===== src/rtl/score_keeper.sv =====
`default_nettype none
// +--------------------------------------------------------------------------+
// | score_keeper - N-channel 2-digit BCD scoreboard, win detect, winner blink  |
// | Revision 1.0                                                               |
// +--------------------------------------------------------------------------+
module score_keeper #(
  parameter int N_CH      = 2,
  parameter int WIN_SCORE = 21,
  parameter int WRAP      = 0,
  parameter int BLINK_CYC = 25_000_000
) (
  input  logic              clk,
  input  logic              rst_n,
  input  logic [N_CH-1:0]   inc,
  input  logic [N_CH-1:0]   dec,
  input  logic              clr,
  output logic [8*N_CH-1:0] score_bcd,
  output logic [N_CH-1:0]   digit_blank,
  output logic              win,
  output logic [1:0]        winner
);

  localparam int               CNT_W     = $clog2(BLINK_CYC);
  localparam logic [CNT_W-1:0] CNT_LAST  = CNT_W'(BLINK_CYC - 1);
  localparam logic [3:0]       WIN_TENS  = 4'(WIN_SCORE / 10);
  localparam logic [3:0]       WIN_UNITS = 4'(WIN_SCORE % 10);
  localparam logic             WRAP_EN   = (WRAP != 0);

  if (N_CH < 1 || N_CH > 4 || WIN_SCORE < 1 || WIN_SCORE > 99 || BLINK_CYC < 2) begin : g_bad_params
    $error("score_keeper: illegal parameter set");
  end

  typedef enum logic [0:0] {
    ST_PLAY = 1'b0,
    ST_WIN  = 1'b1
  } state_t;

  state_t           state;
  logic [CNT_W-1:0] blink_cnt;
  logic             phase;
  logic [N_CH-1:0]  match;
  logic             any_match;
  logic [1:0]       match_idx;

  function automatic logic [7:0] bcd_inc(input logic [7:0] s);
    if (s == 8'h99)        return WRAP_EN ? 8'h00 : 8'h99;
    if (s[3:0] == 4'd9)    return {s[7:4] + 4'd1, 4'd0};
    return {s[7:4], s[3:0] + 4'd1};
  endfunction

  function automatic logic [7:0] bcd_dec(input logic [7:0] s);
    if (s == 8'h00)        return WRAP_EN ? 8'h99 : 8'h00;
    if (s[3:0] == 4'd0)    return {s[7:4] - 4'd1, 4'd9};
    return {s[7:4], s[3:0] - 4'd1};
  endfunction

  for (genvar i = 0; i < N_CH; i++) begin : g_ch
    logic [7:0] score;

    always_ff @(posedge clk or negedge rst_n) begin
      if (!rst_n)
        score <= 8'h00;
      else if (clr)
        score <= 8'h00;
      else if (state == ST_PLAY && inc[i] && !dec[i])
        score <= bcd_inc(score);
      else if (state == ST_PLAY && dec[i] && !inc[i])
        score <= bcd_dec(score);
    end

    assign score_bcd[8*i +: 8] = score;
    assign match[i]            = (score == {WIN_TENS, WIN_UNITS});
    assign digit_blank[i]      = win && phase && (winner == 2'(i));
  end

  // Lowest matching channel wins a tie.
  always_comb begin
    any_match = 1'b0;
    match_idx = 2'b00;
    for (int i = N_CH - 1; i >= 0; i--) begin
      if (match[i]) begin
        any_match = 1'b1;
        match_idx = 2'(i);
      end
    end
  end

  always_ff @(posedge clk or negedge rst_n) begin
    if (!rst_n) begin
      state     <= ST_PLAY;
      win       <= 1'b0;
      winner    <= 2'b00;
      blink_cnt <= '0;
      phase     <= 1'b0;
    end else if (clr) begin
      state     <= ST_PLAY;
      win       <= 1'b0;
      winner    <= 2'b00;
      blink_cnt <= '0;
      phase     <= 1'b0;
    end else begin
      case (state)
        ST_PLAY: begin
          if (any_match) begin
            state     <= ST_WIN;
            win       <= 1'b1;
            winner    <= match_idx;
            blink_cnt <= '0;
            phase     <= 1'b0;
          end
        end
        ST_WIN: begin
          if (blink_cnt == CNT_LAST) begin
            blink_cnt <= '0;
            phase     <= ~phase;
          end else begin
            blink_cnt <= blink_cnt + 1'b1;
          end
        end
        default: state <= ST_PLAY;
      endcase
    end
  end

endmodule
`default_nettype wire


===== config.mk =====
export PLATFORM = sky130hd
export DESIGN_NAME = score_keeper
export DESIGN_NICKNAME = d
export VERILOG_FILES = /design/src/rtl/score_keeper.sv
export SDC_FILE = /design/constraint.sdc
export NUM_CORES = 1
export LEC_CHECK = 0
export CORE_UTILIZATION = 58
export CTS_BUF_LIST = sky130_fd_sc_hd__clkbuf_4 sky130_fd_sc_hd__clkbuf_8 sky130_fd_sc_hd__clkbuf_16
export DETAILED_ROUTE_END_ITERATION = 6
export PLACE_DENSITY = 0.8
export RECOVER_POWER = 25
export SLEW_MARGIN = 25
export SYNTH_ARGS = -nofsm -noshare
export SYNTH_HDL_FRONTEND = slang
export SYNTH_SLANG_ARGS = --single-unit

===== constraint.sdc =====
create_clock -name clk -period 2.4 [get_ports clk]
set_input_delay 0.36 -clock clk [delete_from_list [all_inputs] [get_ports clk]]
set_output_delay 0.36 -clock clk [all_outputs]
set_load 0.02 [all_outputs]

After elaboration in Yosys (flattened, before gate mapping)

Cells that the tools add are included.

Flip-flop bits (word level): 46
Input port bits: 7
Word-level logic and storage cells: 137
Output and inout port bits: 21

Bitwise operators: 2
$add $sub $neg: 9
Reduce and logical (&&, ||, !) cells: 29
Equality and inequality tests: 13
Multiplexer cells: 75

Operators with widths:

| kind                                                                    | count |
|---|---|
| 8-bit two-way mux                                                       | 22 |
| 25-bit two-way mux                                                      | 3 |
| 25-bit case mux with 2 select lines                                     | 1 |
| 1-bit two-way mux                                                       | 44 |
| 25-bit by 1-bit adder with 25-bit output, second input constant         | 1 |
| 25-bit == test, second input constant                                   | 1 |
| 4-bit by 1-bit adder with 4-bit output, second input constant           | 4 |
| 8-bit by 6-bit == test with 1-bit output, second input constant         | 2 |
| 8-bit == test, second input constant                                    | 2 |
| 8-bit logical NOT                                                       | 2 |
| 4-bit by 1-bit subtractor with 4-bit output, second input constant      | 4 |
| 1-bit logical AND                                                       | 11 |
| 4-bit == test, second input constant                                    | 2 |
| 4-bit logical NOT                                                       | 2 |
| 2-bit two-way mux                                                       | 4 |
| 4-bit by 2-bit inequality test with 1-bit output, second input constant | 2 |
| 4-bit nonzero test                                                      | 2 |
| 3-bit AND reduction                                                     | 2 |
| 3-bit nonzero test                                                      | 2 |
| 1-bit logical NOT                                                       | 4 |
| 2-bit AND reduction                                                     | 2 |
| 3-bit by 2-bit inequality test with 1-bit output, second input constant | 1 |
| 3-bit inequality test, second input constant                            | 1 |
| 2-bit by 1-bit == test with 1-bit output, second input constant         | 1 |
| 5 further kinds                                                         | 6 |

Logic depth before layout (Yosys ltp)

Word-level depth: 15
Depth in mapped cells: 8

Least setup slack after synthesis

OpenSTA, ideal clock, no wires.

Kind: register to register
Start: register g_ch[0].score[1]
End: register g_ch[0].score[6]
Setup time: 125 ps
Cell stages (with the launch flop): 8
Slack: 212 ps
Arrival: 2064 ps
Clock period less this slack: 2188 ps
Path through: dfrtp_1 -> inv_1 -> ha_1 -> nor3b_1 -> nor3_1 -> nor3_1 -> o221ai_1 -> mux2_2

Word-level cells in the longest chain between the ends: 9
Elaborated cells between the ends (all ways): 32

RTL lines:

| element                | RTL line | RTL |
|---|---|---|
| start, declared        | 58       | `logic [7:0] score;` |
| start signal, assigned | 66       | `score <= bcd_inc(score);` |
| start signal, assigned | 68       | `score <= bcd_dec(score);` |
| 8-bit logical NOT      | 52       | `if (s == 8'h00) return WRAP_EN ? 8'h99 : 8'h00;` |
| 1-bit two-way mux      | 52       |  |
| 1-bit two-way mux      | 67       | `else if (state == ST_PLAY && dec[i] && !inc[i])` |
| 1-bit two-way mux      | 65       | `else if (state == ST_PLAY && inc[i] && !dec[i])` |
| 1-bit two-way mux      | 63       | `else if (clr)` |
| 8-bit two-way mux      | 53       | `if (s[3:0] == 4'd0) return {s[7:4] - 4'd1, 4'd9};` |
| 8-bit two-way mux      | 67       |  |
| 8-bit two-way mux      | 65       |  |
| 8-bit two-way mux      | 63       |  |

Parallel ways exist; a longest one is shown, timed or not. The select of a mux whose other input is x is not followed.
A chain may end at the register's enable or synchronous reset.

Final worst setup path

Start: register g_ch[1].score[1]
End: register g_ch[1].score[4]

Word-level cells in the longest chain between the ends: 9
Elaborated cells between the ends (all ways): 32

RTL lines:

| element                | RTL line |
|---|---|
| start, declared        | 58 |
| start signal, assigned | 66 |
| start signal, assigned | 68 |
| 8-bit logical NOT      | 52 |
| 1-bit two-way mux      | 52 |
| 1-bit two-way mux      | 67 |
| 1-bit two-way mux      | 65 |
| 1-bit two-way mux      | 63 |
| 8-bit two-way mux      | 53 |
| 8-bit two-way mux      | 67 |
| 8-bit two-way mux      | 65 |
| 8-bit two-way mux      | 63 |

Parallel ways exist; a longest one is shown, timed or not. The select of a mux whose other input is x is not followed.

==> results.md <==
* Critical path peak fanout at 8
* Clk slew on worst S/H paths at 0.08 ns
* Drt wl/cell at 15.32 um
* Initial core utilization at 0.6118
* Setup violators final at 0
* Clock sink count at 45
* RSZ-0062 raised after global routing: false
* Power Dens Cells at 872.2 nW/um^2
* Number of global-route vias before repair at 2,601
* Crit-path max cell delay at 0.54 ns
* Die area at 5755 sq um
* Vias/cell at 6.341
* Hold slack at 0.2981 ns
* Metal2 WL at 3.529 mm
* Multi-input gate area at 1898 sq um
* Slew @ Worst Pin at 1.227 ns
* Routability Congestion at 0.9190
* Pre-CTS setup slack at -0.02900 ns
* Fraction of layout cells with a size suffix above 1 at 0.1053
* CP cell instances: inv_1 > ha_2 > or3b_2 > o22ai_1 > a21oi_1 > o21ai_0 > o31ai_1
* Routed wire length at 7.184 mm
* Worst r2r path cells at 7
* Num CTS Buffers at 5
* PnR worst setup slack at 0.1547 ns
* FF/Latch Area at 1126 sq um
* DIE HEIGHT at 75.86 um
* Share of the synthesized area in the top cell type at 0.3559
* Synth Register Bits at 45
* Met1 wire length at 3.322 mm
* Final Cell Area at 3660 sq um
* RR Startpoint: g_ch[1].score[1]
* I/O pin cnt at 28
* Clock Tree Buf Depth at 2
* Core Rows at 26
* Nets at 420
* DRC at 0
* Met3 wire len at 261 um
* Antenna Cells at 0
* Top cell type by total area after synthesis: dfrtp_1
* Total power at 3.192 mW
* Period minus WS final at 2.245 ns
* Core area at 5172 sq um
* Primary FF master, synth: dfrtp_1
* P&R area growth vs syn at 15.66%
* DR vias at 2,974
* Data required, critical path at 2.55 ns
* Number of distinct library cells after synthesis at 64
* CTS tree: built
* Total gr overflow at 0
* Post-DP Area at 3570 sq um
* IO buf count at 26
* Critical Path End Type: flip-flop
* Fin Clk Skew at 0.004794 ns
* Leak at 1.509 nW
* Worst Path Class, Setup: flip-flop to flip-flop
* Flop-to-flop setup slack at 0.15 ns
* First-pass GRT wire length at 11.66 mm
* Initial DRC Count at 171
* GR Util All Layers at 0.2606
* Post-synth EDFFs at 0
* DR top layer: met4
* Final hold vios at 0
* VDD IR max at 0.6458 mV
* RR Endpoint: g_ch[1].score[4]
* DRT antenna net count at 0
* Syn_nets at 386
* Mapped Area at 3164 sq um
* Drt pass-1 iters at 5
* Die W at 75.86 um
* Fillers at 389
* Final Max Tran Viols at 0
* Root Buffer: clkbuf_8
* Min-Delay Path Class: input port to async pin
* Slew Limit Headroom at 0.1819
* Area contributors post-synth: dfrtp_1 36%, ha_1 5.9%, a21oi_1 4.6%, nor2_1 4.2%, o31ai_1 3.6%
* Max frequency at 445.4 MHz
* Synth warn at 0
* Initial antenna violation count at 0
* Startpoint Class: flip-flop
* Max_cap viols at 0
* Htree depth at 2
* Avg Cell Area, Syn at 8.693 sq um
* Final HPWL DP at 5.163 mm
* Largest net degree at the start of global routing at 25
* Post-CTS setup buffer count at 0
* Mapped Cells at 364
* Critical path arrival at 2.40 ns
* Seq/Total Area, Yosys at 0.3559
* Setup TNS at 0 ns
* Asr flop ratio synth at 1.000
* Status: complete, no violations
* Tcrit/Tclk final at 0.9355
* Slowest cell on the critical path: or3b_2
* Clock Latency Late Sink at 0.29 ns
stage by stage:
stage               cells  utilization
floorplan             364            -
global placement      461       0.6901
detailed placement    461       0.6901
CTS                   469       0.7068
global route          469       0.7075
finish                469       0.7075
logic make-up after synthesis:
group	count (synthesis)	synth area share
AND/OR/NAND/NOR	152	0.2847
AO/OA/AOI/OAI	108	0.2230
flip-flops	45	0.3559
buffers and inverters	34	0.04824
adder cells (fa/ha/maj)	15	0.05931
XOR/XNOR	5	0.01384
multiplexers	4	0.01384
other	1	0.001185
state kept, by name, indices dropped and copies added (netlist names):
signal      flops
phase           1
g_ch.score     16
blink_cnt      25
winner          1
state           1
win             1
routing by layer:
layer	vias to the layer above	GRT usage
met5	-	0
met3	8	0.03175
met4	0	0.04527
met1	1441	0.3477
li1	1450	-
met2	75	0.4582
cell usage after synthesis, drive strengths merged, types with 3 or more instances:
library cell	number
dfrtp	45
nor2	35
a21oi	29
o21ai	22
nand2	17
inv	16
ha	15
o31ai	15
nand4	12
nor3	12
buf	10
nor4	10
and3	9
nor3b	9
or4	9
a21o	8
clkbuf	8
nand3	8
and4	5
nand2b	5
and2	4
nand3b	4
o32ai	4
xnor2	4
a221oi	3
a311oi	3
a31oi	3
a32oi	3
mux2	3
or2	3
worst max-delay path by stage:
stage,start,end,cells past startpoint
global placement,clr,g_ch[1].score[7],5
floorplan,g_ch[0].score[1],g_ch[0].score[6],7
global route,g_ch[1].score[0],g_ch[1].score[6],7
finish,g_ch[1].score[1],g_ch[1].score[4],7
detailed placement,clr,g_ch[1].score[7],5
CTS,g_ch[1].score[0],g_ch[1].score[7],7
cells in the final DEF (no fill, tap or decap), drive strengths merged, types with 10 or more instances in the layout:
| cell | Yosys | routed |
|---|---|---|
| a21oi | 29 | 29 |
| dfrtp | 45 | 45 |
| buf | 10 | 18 |
| inv | 16 | 16 |
| o31ai | 15 | 15 |
| clkdlybuf4s50 | 0 | 25 |
| nand4 | 12 | 12 |
| nor2 | 35 | 35 |
| o21ai | 22 | 22 |
| ha | 15 | 15 |
| nand2 | 17 | 17 |
| nor4 | 10 | 10 |
| nor3 | 12 | 12 |
critical path, delay by kind of cell, from the launching register on:
family | cells | cell delay [ns]
adders and majority gates | 1 | 0.26
DFF | 1 | 0.45
and+or+nand+nor | 1 | 0.54
buffers and inverters | 1 | 0.16
AOI/OAI and AO/OA | 4 | 0.70
repair_timing:
action	4_1_cts	5_1_grt
endpoints found under the setup margin	0	7
gates resized for setup	0	3
hold buffers	0	0
area by class of cell:
type | count | area share
multi-input combinational | 285 | 0.5186
clock inverter | 2 | 0.002735
sequential | 45 | 0.3077
inverter | 16 | 0.01641
clock buffer | 6 | 0.02085
tap | 70 | 0.02393
timing repair buffer | 45 | 0.1097
where the power goes:
part	leakage [nW]	switching (mW)	internal, mW
combinational	0.848	0.910	0.691
clock	0.0484	0.262	0.214
sequential	0.613	0.237	0.878
total	1.51	1.41	1.78
No activity file was read; power rests on OpenSTA's default activity.
